File: config.mk
export PLATFORM = sky130hd
export DESIGN_NAME = multicycle_ctrl
export DESIGN_NICKNAME = d
export VERILOG_FILES = /design/src/rtl/multicycle_ctrl_pkg.sv /design/src/rtl/multicycle_ctrl_pc_unit.sv /design/src/rtl/multicycle_ctrl.sv
export SDC_FILE = /design/constraint.sdc
export NUM_CORES = 1
export LEC_CHECK = 0
export CORE_MARGIN = 1.5
export CORE_UTILIZATION = 30
export DETAILED_ROUTE_END_ITERATION = 12
export GPL_TIMING_DRIVEN = 0
export PLACE_DENSITY = 0.6
export SLEW_MARGIN = 20
export SYNTH_ARGS = -nofsm -noshare
export SYNTH_HDL_FRONTEND = slang
export SYNTH_SLANG_ARGS = --single-unit
File: constraint.sdc
create_clock -name Clk -period 3.3 [get_ports Clk]
set_input_delay 0.33 -clock Clk [delete_from_list [all_inputs] [get_ports Clk]]
set_output_delay 0.33 -clock Clk [all_outputs]
set_load 0.05 [all_outputs]
File: src/rtl/multicycle_ctrl_pkg.sv
// rtl/multicycle_ctrl_pkg.sv - opcode and state definitions plus opcode-class helpers
package multicycle_ctrl_pkg;

    typedef enum logic [3:0] {
        OP_ADD    = 4'd0,
        OP_SUB    = 4'd1,
        OP_SL     = 4'd2,
        OP_SR     = 4'd3,
        OP_INVERT = 4'd4,
        OP_MOV    = 4'd5,
        OP_ASSIGN = 4'd6,
        OP_LW     = 4'd7,
        OP_SW     = 4'd8,
        OP_BEQ    = 4'd9,
        OP_BNE    = 4'd10,
        OP_BGE    = 4'd11,
        OP_JMP    = 4'b1100
    } op_mne;

    typedef enum logic [2:0] {
        ST_IDLE   = 3'd0,
        ST_FETCH  = 3'd1,
        ST_DECODE = 3'd2,
        ST_EXEC   = 3'd3,
        ST_MEM    = 3'd4,
        ST_WB     = 3'd5,
        ST_DONE   = 3'd6,
        ST_TRAP   = 3'd7
    } ctrl_state_e;

    // Opcodes above JMP (1101..1111) are unassigned and trap
    function automatic logic is_illegal(input logic [3:0] op);
        return op > OP_JMP;
    endfunction

    function automatic logic is_mem(input logic [3:0] op);
        return (op == OP_LW) || (op == OP_SW);
    endfunction

    function automatic logic is_branch(input logic [3:0] op);
        return (op == OP_BEQ) || (op == OP_BNE) || (op == OP_BGE) || (op == OP_JMP);
    endfunction

    function automatic logic branch_taken(input logic [3:0] op, input logic zero, input logic ge);
        logic taken;
        taken = 1'b0;
        case (op)
            OP_BEQ:  taken = zero;
            OP_BNE:  taken = !zero;
            OP_BGE:  taken = ge;
            OP_JMP:  taken = 1'b1;
            default: taken = 1'b0;
        endcase
        return taken;
    endfunction

endpackage

File: src/rtl/multicycle_ctrl_pc_unit.sv
// rtl/multicycle_ctrl_pc_unit.sv - program counter with +1 / +sext(offset) step and load-zero
module pc_unit #(
    parameter int unsigned PC_W  = 10,
    parameter int unsigned OFF_W = 5
) (
    input  logic             clk_i,
    input  logic             rst_ni,
    input  logic             load_zero_i,
    input  logic             step_i,
    input  logic             jump_i,
    input  logic [OFF_W-1:0] off_i,
    output logic [PC_W-1:0]  pc_o
);

    logic [PC_W-1:0] pc_q;
    logic [PC_W-1:0] pc_d;
    logic [PC_W-1:0] off_ext;

    assign off_ext = {{(PC_W-OFF_W){off_i[OFF_W-1]}}, off_i};

    // Additions wrap naturally at PC_W bits
    always_comb begin
        pc_d = pc_q;
        if (load_zero_i) begin
            pc_d = '0;
        end else if (jump_i) begin
            pc_d = pc_q + off_ext;
        end else if (step_i) begin
            pc_d = pc_q + PC_W'(1);
        end
    end

    always_ff @(posedge clk_i or negedge rst_ni) begin
        if (!rst_ni) begin
            pc_q <= '0;
        end else begin
            pc_q <= pc_d;
        end
    end

    assign pc_o = pc_q;

endmodule

File: src/rtl/multicycle_ctrl.sv
// rtl/multicycle_ctrl.sv - multi-cycle FETCH..WB sequencer with branch resolve and memory handshake
module multicycle_ctrl
    import multicycle_ctrl_pkg::*;
#(
    parameter int unsigned PC_W     = 10,
    parameter int unsigned OFF_W    = 5,
    parameter int unsigned PROG_END = 1023,
    parameter int unsigned MEM_TMO  = 15
) (
    input  logic            Clk,
    input  logic            Reset_n,
    input  logic            Start,
    input  logic [8:0]      Instr,
    input  logic            Zero_flag,
    input  logic            Ge_flag,
    input  logic            Mem_ack,
    output logic [PC_W-1:0] Prog_addr,
    output logic [8:0]      Ir,
    output logic [3:0]      Alu_op,
    output logic            Reg_we,
    output logic            Wb_sel,
    output logic            Mem_req,
    output logic            Mem_we,
    output logic            Done,
    output logic            Err
);

    localparam logic [PC_W-1:0] END_PC   = PC_W'(PROG_END);
    localparam int unsigned     TMO_W    = $clog2(MEM_TMO + 1);
    localparam logic [TMO_W-1:0] TMO_LAST = TMO_W'(MEM_TMO - 1);

    ctrl_state_e      state_q;
    logic [8:0]       ir_q;
    logic [3:0]       alu_op_q;
    logic             reg_we_q;
    logic             wb_sel_q;
    logic             mem_req_q;
    logic             mem_we_q;
    logic             done_q;
    logic             err_q;
    logic [TMO_W-1:0] tmo_q;

    logic [3:0]       op;
    logic [PC_W-1:0]  pc;
    logic             start_ok;
    logic             pc_step;
    logic             pc_jump;

    assign op = ir_q[8:5];

    always_comb begin
        start_ok = Start && ((state_q == ST_IDLE) || (state_q == ST_DONE) || (state_q == ST_TRAP));
        pc_jump  = (state_q == ST_EXEC) && is_branch(op) && branch_taken(op, Zero_flag, Ge_flag);
        pc_step  = (state_q == ST_WB)
                || ((state_q == ST_EXEC) && is_branch(op) && !pc_jump)
                || ((state_q == ST_MEM) && Mem_ack && (op == OP_SW));
    end

    pc_unit #(
        .PC_W  (PC_W),
        .OFF_W (OFF_W)
    ) u_pc_unit (
        .clk_i       (Clk),
        .rst_ni      (Reset_n),
        .load_zero_i (start_ok),
        .step_i      (pc_step),
        .jump_i      (pc_jump),
        .off_i       (ir_q[OFF_W-1:0]),
        .pc_o        (pc)
    );

    // Outputs are registered on the transition into the state they belong to
    always_ff @(posedge Clk or negedge Reset_n) begin
        if (!Reset_n) begin
            state_q   <= ST_IDLE;
            ir_q      <= '0;
            alu_op_q  <= '0;
            reg_we_q  <= 1'b0;
            wb_sel_q  <= 1'b0;
            mem_req_q <= 1'b0;
            mem_we_q  <= 1'b0;
            done_q    <= 1'b0;
            err_q     <= 1'b0;
            tmo_q     <= '0;
        end else begin
            alu_op_q  <= '0;
            reg_we_q  <= 1'b0;
            wb_sel_q  <= 1'b0;
            mem_req_q <= 1'b0;
            mem_we_q  <= 1'b0;
            case (state_q)
                ST_IDLE, ST_DONE, ST_TRAP: begin
                    if (Start) begin
                        done_q  <= 1'b0;
                        err_q   <= 1'b0;
                        state_q <= ST_FETCH;
                    end
                end
                ST_FETCH: begin
                    if (pc == END_PC) begin
                        done_q  <= 1'b1;
                        state_q <= ST_DONE;
                    end else begin
                        ir_q    <= Instr;
                        state_q <= ST_DECODE;
                    end
                end
                ST_DECODE: begin
                    if (is_illegal(op)) begin
                        err_q   <= 1'b1;
                        state_q <= ST_TRAP;
                    end else begin
                        alu_op_q <= op;
                        state_q  <= ST_EXEC;
                    end
                end
                ST_EXEC: begin
                    if (is_mem(op)) begin
                        mem_req_q <= 1'b1;
                        mem_we_q  <= (op == OP_SW);
                        tmo_q     <= '0;
                        state_q   <= ST_MEM;
                    end else if (is_branch(op)) begin
                        state_q <= ST_FETCH;
                    end else begin
                        reg_we_q <= 1'b1;
                        state_q  <= ST_WB;
                    end
                end
                ST_MEM: begin
                    if (Mem_ack) begin
                        if (op == OP_SW) begin
                            state_q <= ST_FETCH;
                        end else begin
                            reg_we_q <= 1'b1;
                            wb_sel_q <= 1'b1;
                            state_q  <= ST_WB;
                        end
                    end else if (tmo_q == TMO_LAST) begin
                        err_q   <= 1'b1;
                        state_q <= ST_TRAP;
                    end else begin
                        tmo_q     <= tmo_q + TMO_W'(1);
                        mem_req_q <= 1'b1;
                        mem_we_q  <= mem_we_q;
                    end
                end
                ST_WB: begin
                    state_q <= ST_FETCH;
                end
                default: begin
                    state_q <= ST_IDLE;
                end
            endcase
        end
    end

    assign Prog_addr = pc;
    assign Ir        = ir_q;
    assign Alu_op    = alu_op_q;
    assign Reg_we    = reg_we_q;
    assign Wb_sel    = wb_sel_q;
    assign Mem_req   = mem_req_q;
    assign Mem_we    = mem_we_q;
    assign Done      = done_q;
    assign Err       = err_q;

endmodule
==> results by group <==
Finish
  – Layout cells sized above 1: 0.1158
  – Area of the multi-input gates: 1122 um2
  – Register area: 902.1 um2
  – N_diodes: 0
  – Area delta synth->final: 31.33%
  – Final layout net count: 286
  – Filler cell count: 688

Run status
  – Outcome: complete, but fails checks
  – Violated checks: negative hold slack

STA
  – Final setup fails: 0
  – RSZ-0062 raised after global routing: false
  – Worst rel slew slack: 0.6420
  – Fin crit share: 0.9131
  – Final Hold Viols: 2
  – Worst-margin pin slew: 0.5321 ns
  – Worst clock skew: 0.005644 ns
  – Minimum clock period: 3.013 ns
  – Setup_tns: 0 ns
  – Max Freq: 331.9 MHz
  – Hold Worst Slack: -0.001148 ns
  – Fin. max-slew vios: 0

Power
  – Maximum vdd drop: 0.5117 mV
  – Pwr/cell area: 974.9 nW/um2
  – Pleak: 1.187 nW

CTS
  – Post-cts sizing count: 0
  – Clock edge transition at the registers on the reported setup and hold paths: 0.07 ns
  – CTS sink count: 36
  – Worst-Skew Late Latency: 0.28 ns
  – Htree depth: 2
  – Root Driver: clkbuf_8
  – # Post-CTS Setup Buffers: 0
  – TritonCTS Buffers: 5
  – Post-CTS Hold Buffers: 0
  – Bufs on Longest Clock Path: 2
  – CTS tree: yes

Setup path
  – CP endpoint kind: flip-flop
  – Launch point of the worst path: Ir[5]$_DFFE_PN0P_
  – Cell with the largest stage delay on the worst path: dfrtp_1
  – Worst path max stage delay: 0.39 ns
  – Worst Path Max Fanout: 9
  – Critical Path Start Type: flip-flop
  – Worst R2R Start: Ir[5]$_DFFE_PN0P_
  – CP cell instances: buf_6 -> o21ai_1 -> nand3_1 -> nor3_4 -> nand2_1 -> inv_1 -> ha_1 -> a21o_1 -> a21oi_1 -> o21a_1 -> o21ai_0 -> mux2i_1 -> o22a_1
  – Crit path kind: flip-flop to flip-flop
  – CP required: 3.48 ns
  – Worst EP arrival: 3.19 ns

Logic synthesis
  – Synth top area share: 0.4288
  – Yosys top cell by area: dfrtp_1
  – Area contributors post-synth: dfrtp_1, ha_1, mux2_2, o21ai_0, nand2_1
  – Seq cells post-synth: 36
  – Post-synth top flop: dfrtp_1
  – Mapped Nets: 235
  – Synth Instances: 208
  – Syn Std Cell Area: 2101 um2
  – Post-synthesis cell type count: 52
  – Most numerous cell in the Yosys netlist: dfrtp_1
  – Ys Warns: 0
  – Syn Area/Cell: 10.10 um2
  – Seq/Total Area, Yosys: 0.4288
  – Ys async rst share: 1.000
  – Synth top cells by count: dfrtp_1, o21ai_0, nand2_1
  – Post-synth EDFFs: 0

Drt
  – Vias per cell: 4.839
  – Starting DRT DRC Count: 96
  – Routed wire per std cell: 13.25 um
  – Pre-antenna DRT Iters: 4
  – Total Wirelength: 4.703 mm
  – ANT nets after route: 0
  – DRC viols: 0
  – Vias post-DR: 1718

Global route
  – Initial antenna violation count: 0
  – Total track usage: 0.1373
  – First-pass GRT wire length: 8.162 mm
  – Largest net degree at the start of global routing: 20
  – Number of global-route vias before repair: 1659
  – Global route overflow: 0

Floorplanning
  – Core Box Area: 6794 um2
  – Die height: 86.68 um
  – Std-Cell Rows: 30
  – DIE WIDTH: 86.68 um
  – DIE AREA: 7513 um2
  – I/O pin cnt: 44
  – Initial Util: 0.3092

Min path
  – Hold WC Path Type: primary input to async pin

Place
  – Buffers on Ports: 43
  – GPL Wtd Cong: 0.7845
  – Post-DP HPWL: 3.552 mm

Run
  – Max Cap Viol: 0
## layout by cell type, fill, tap and decap left out, drive strengths merged, types with 2 or more instances in the layout
cell           synthesis  final
xnor2                  3      3
nand2b                 5      5
a21o                   2      2
nor2b                  3      3
o22ai                  2      2
buf                    4      6
inv                   11     11
clkbuf                 2      8
nand4                  3      3
nor2                  11     11
nand3                  5      5
nand2                 19     19
and2                   7      7
mux2                  10     10
ha                    11     11
and3                   2      2
xor2                   6      6
a21oi                 12     12
nor4b                  2      2
clkdlybuf4s50          0     42
mux2i                  4      4
o21ai                 21     21
dfrtp                 36     36
a211oi                 2      2
nor3                   3      3
## critical path: cells and delay by family (launching register included)
family	cells	cell delay, ns
flops	1	0.39
mux	1	0.15
compound gates	6	1.03
simple gates	3	0.70
buf+inv	2	0.32
fa+ha+maj	1	0.31
## sequential cells by signal (all words and copies together), names as in the netlist
name            flops
state_q             3
Mem_we              1
u_pc_unit.pc_o     10
Done                1
Alu_op              4
Wb_sel              1
Ir                  9
Err                 1
Reg_we              1
Mem_req             1
tmo_q               4
## path summary, 6_finish.rpt
| check | to | slack, ns | cells after the start |
|---|---|---|---|
| max | u_pc_unit.pc_o[9]$_DFFE_PN0P_ | 0.29 | 13 |
| min | Alu_op[1]$_DFF_PN0_ | -0.001 | 1 |
| max reg2reg | u_pc_unit.pc_o[9]$_DFFE_PN0P_ | 0.29 | 13 |
| min reg2reg | Mem_we$_DFFE_PN0P_ | 0.50 | 1 |
| max in group asynchronous | state_q[2]$_DFFE_PN0P_ | 2.85 | 2 |
| min in group Clk | Mem_we$_DFFE_PN0P_ | 0.50 | 1 |
## through the flow
step | worst slack, ns | instance area [um2] | std cells | power, W | utilization
finish | 0.2869 | 2759 | 355 | 0.002690 | 0.4061
global placement | -0.01602 | 2651 | 347 | 0.002377 | 0.3902
global route | 0.01072 | 2759 | 355 | 0.002876 | 0.4061
detailed placement | -0.01225 | 2674 | 348 | 0.002396 | 0.3936
floorplan | 0.2396 | 2101 | 208 | 0.001911 | -
CTS | 0.07812 | 2751 | 355 | 0.002706 | 0.4050
## per-layer routing
layer | share of wire | global-route usage | wire [um]
met5 | 0 | 0 | 0
met4 | 0.013 | 0.04839 | 59
met3 | 0.040 | 0.02095 | 187
met2 | 0.47 | 0.2188 | 2194
met1 | 0.48 | 0.1895 | 2261
## kinds of logic (layout without fill, tap and decap cells)
| logic type | after synthesis | in the layout | share of synthesized area |
|---|---|---|---|
| flops | 36 | 36 | 0.4288 |
| fa+ha+maj | 12 | 12 | 0.07504 |
| mux | 14 | 14 | 0.07266 |
| xor+xnor | 9 | 9 | 0.03752 |
| simple gates | 66 | 66 | 0.1745 |
| compound gates | 54 | 54 | 0.1715 |
| buf+inv | 17 | 68 | 0.03990 |
## final cells by class
type / instances / share of cell area
clock inverters: 1 / 0.001814
multi-input cells: 155 / 0.4068
flip-flops and latches: 36 / 0.3270
plain buffers: 6 / 0.01542
inverters: 11 / 0.01497
well taps: 96 / 0.04354
repair buffers: 44 / 0.1642
clock buffers: 6 / 0.02630
## power breakdown
part           switching (W)  internal, W
clock               0.000153     0.000144
sequential          0.000191     0.000614
combinational       0.000970     0.000618
(Power assumes the default switching activity.)
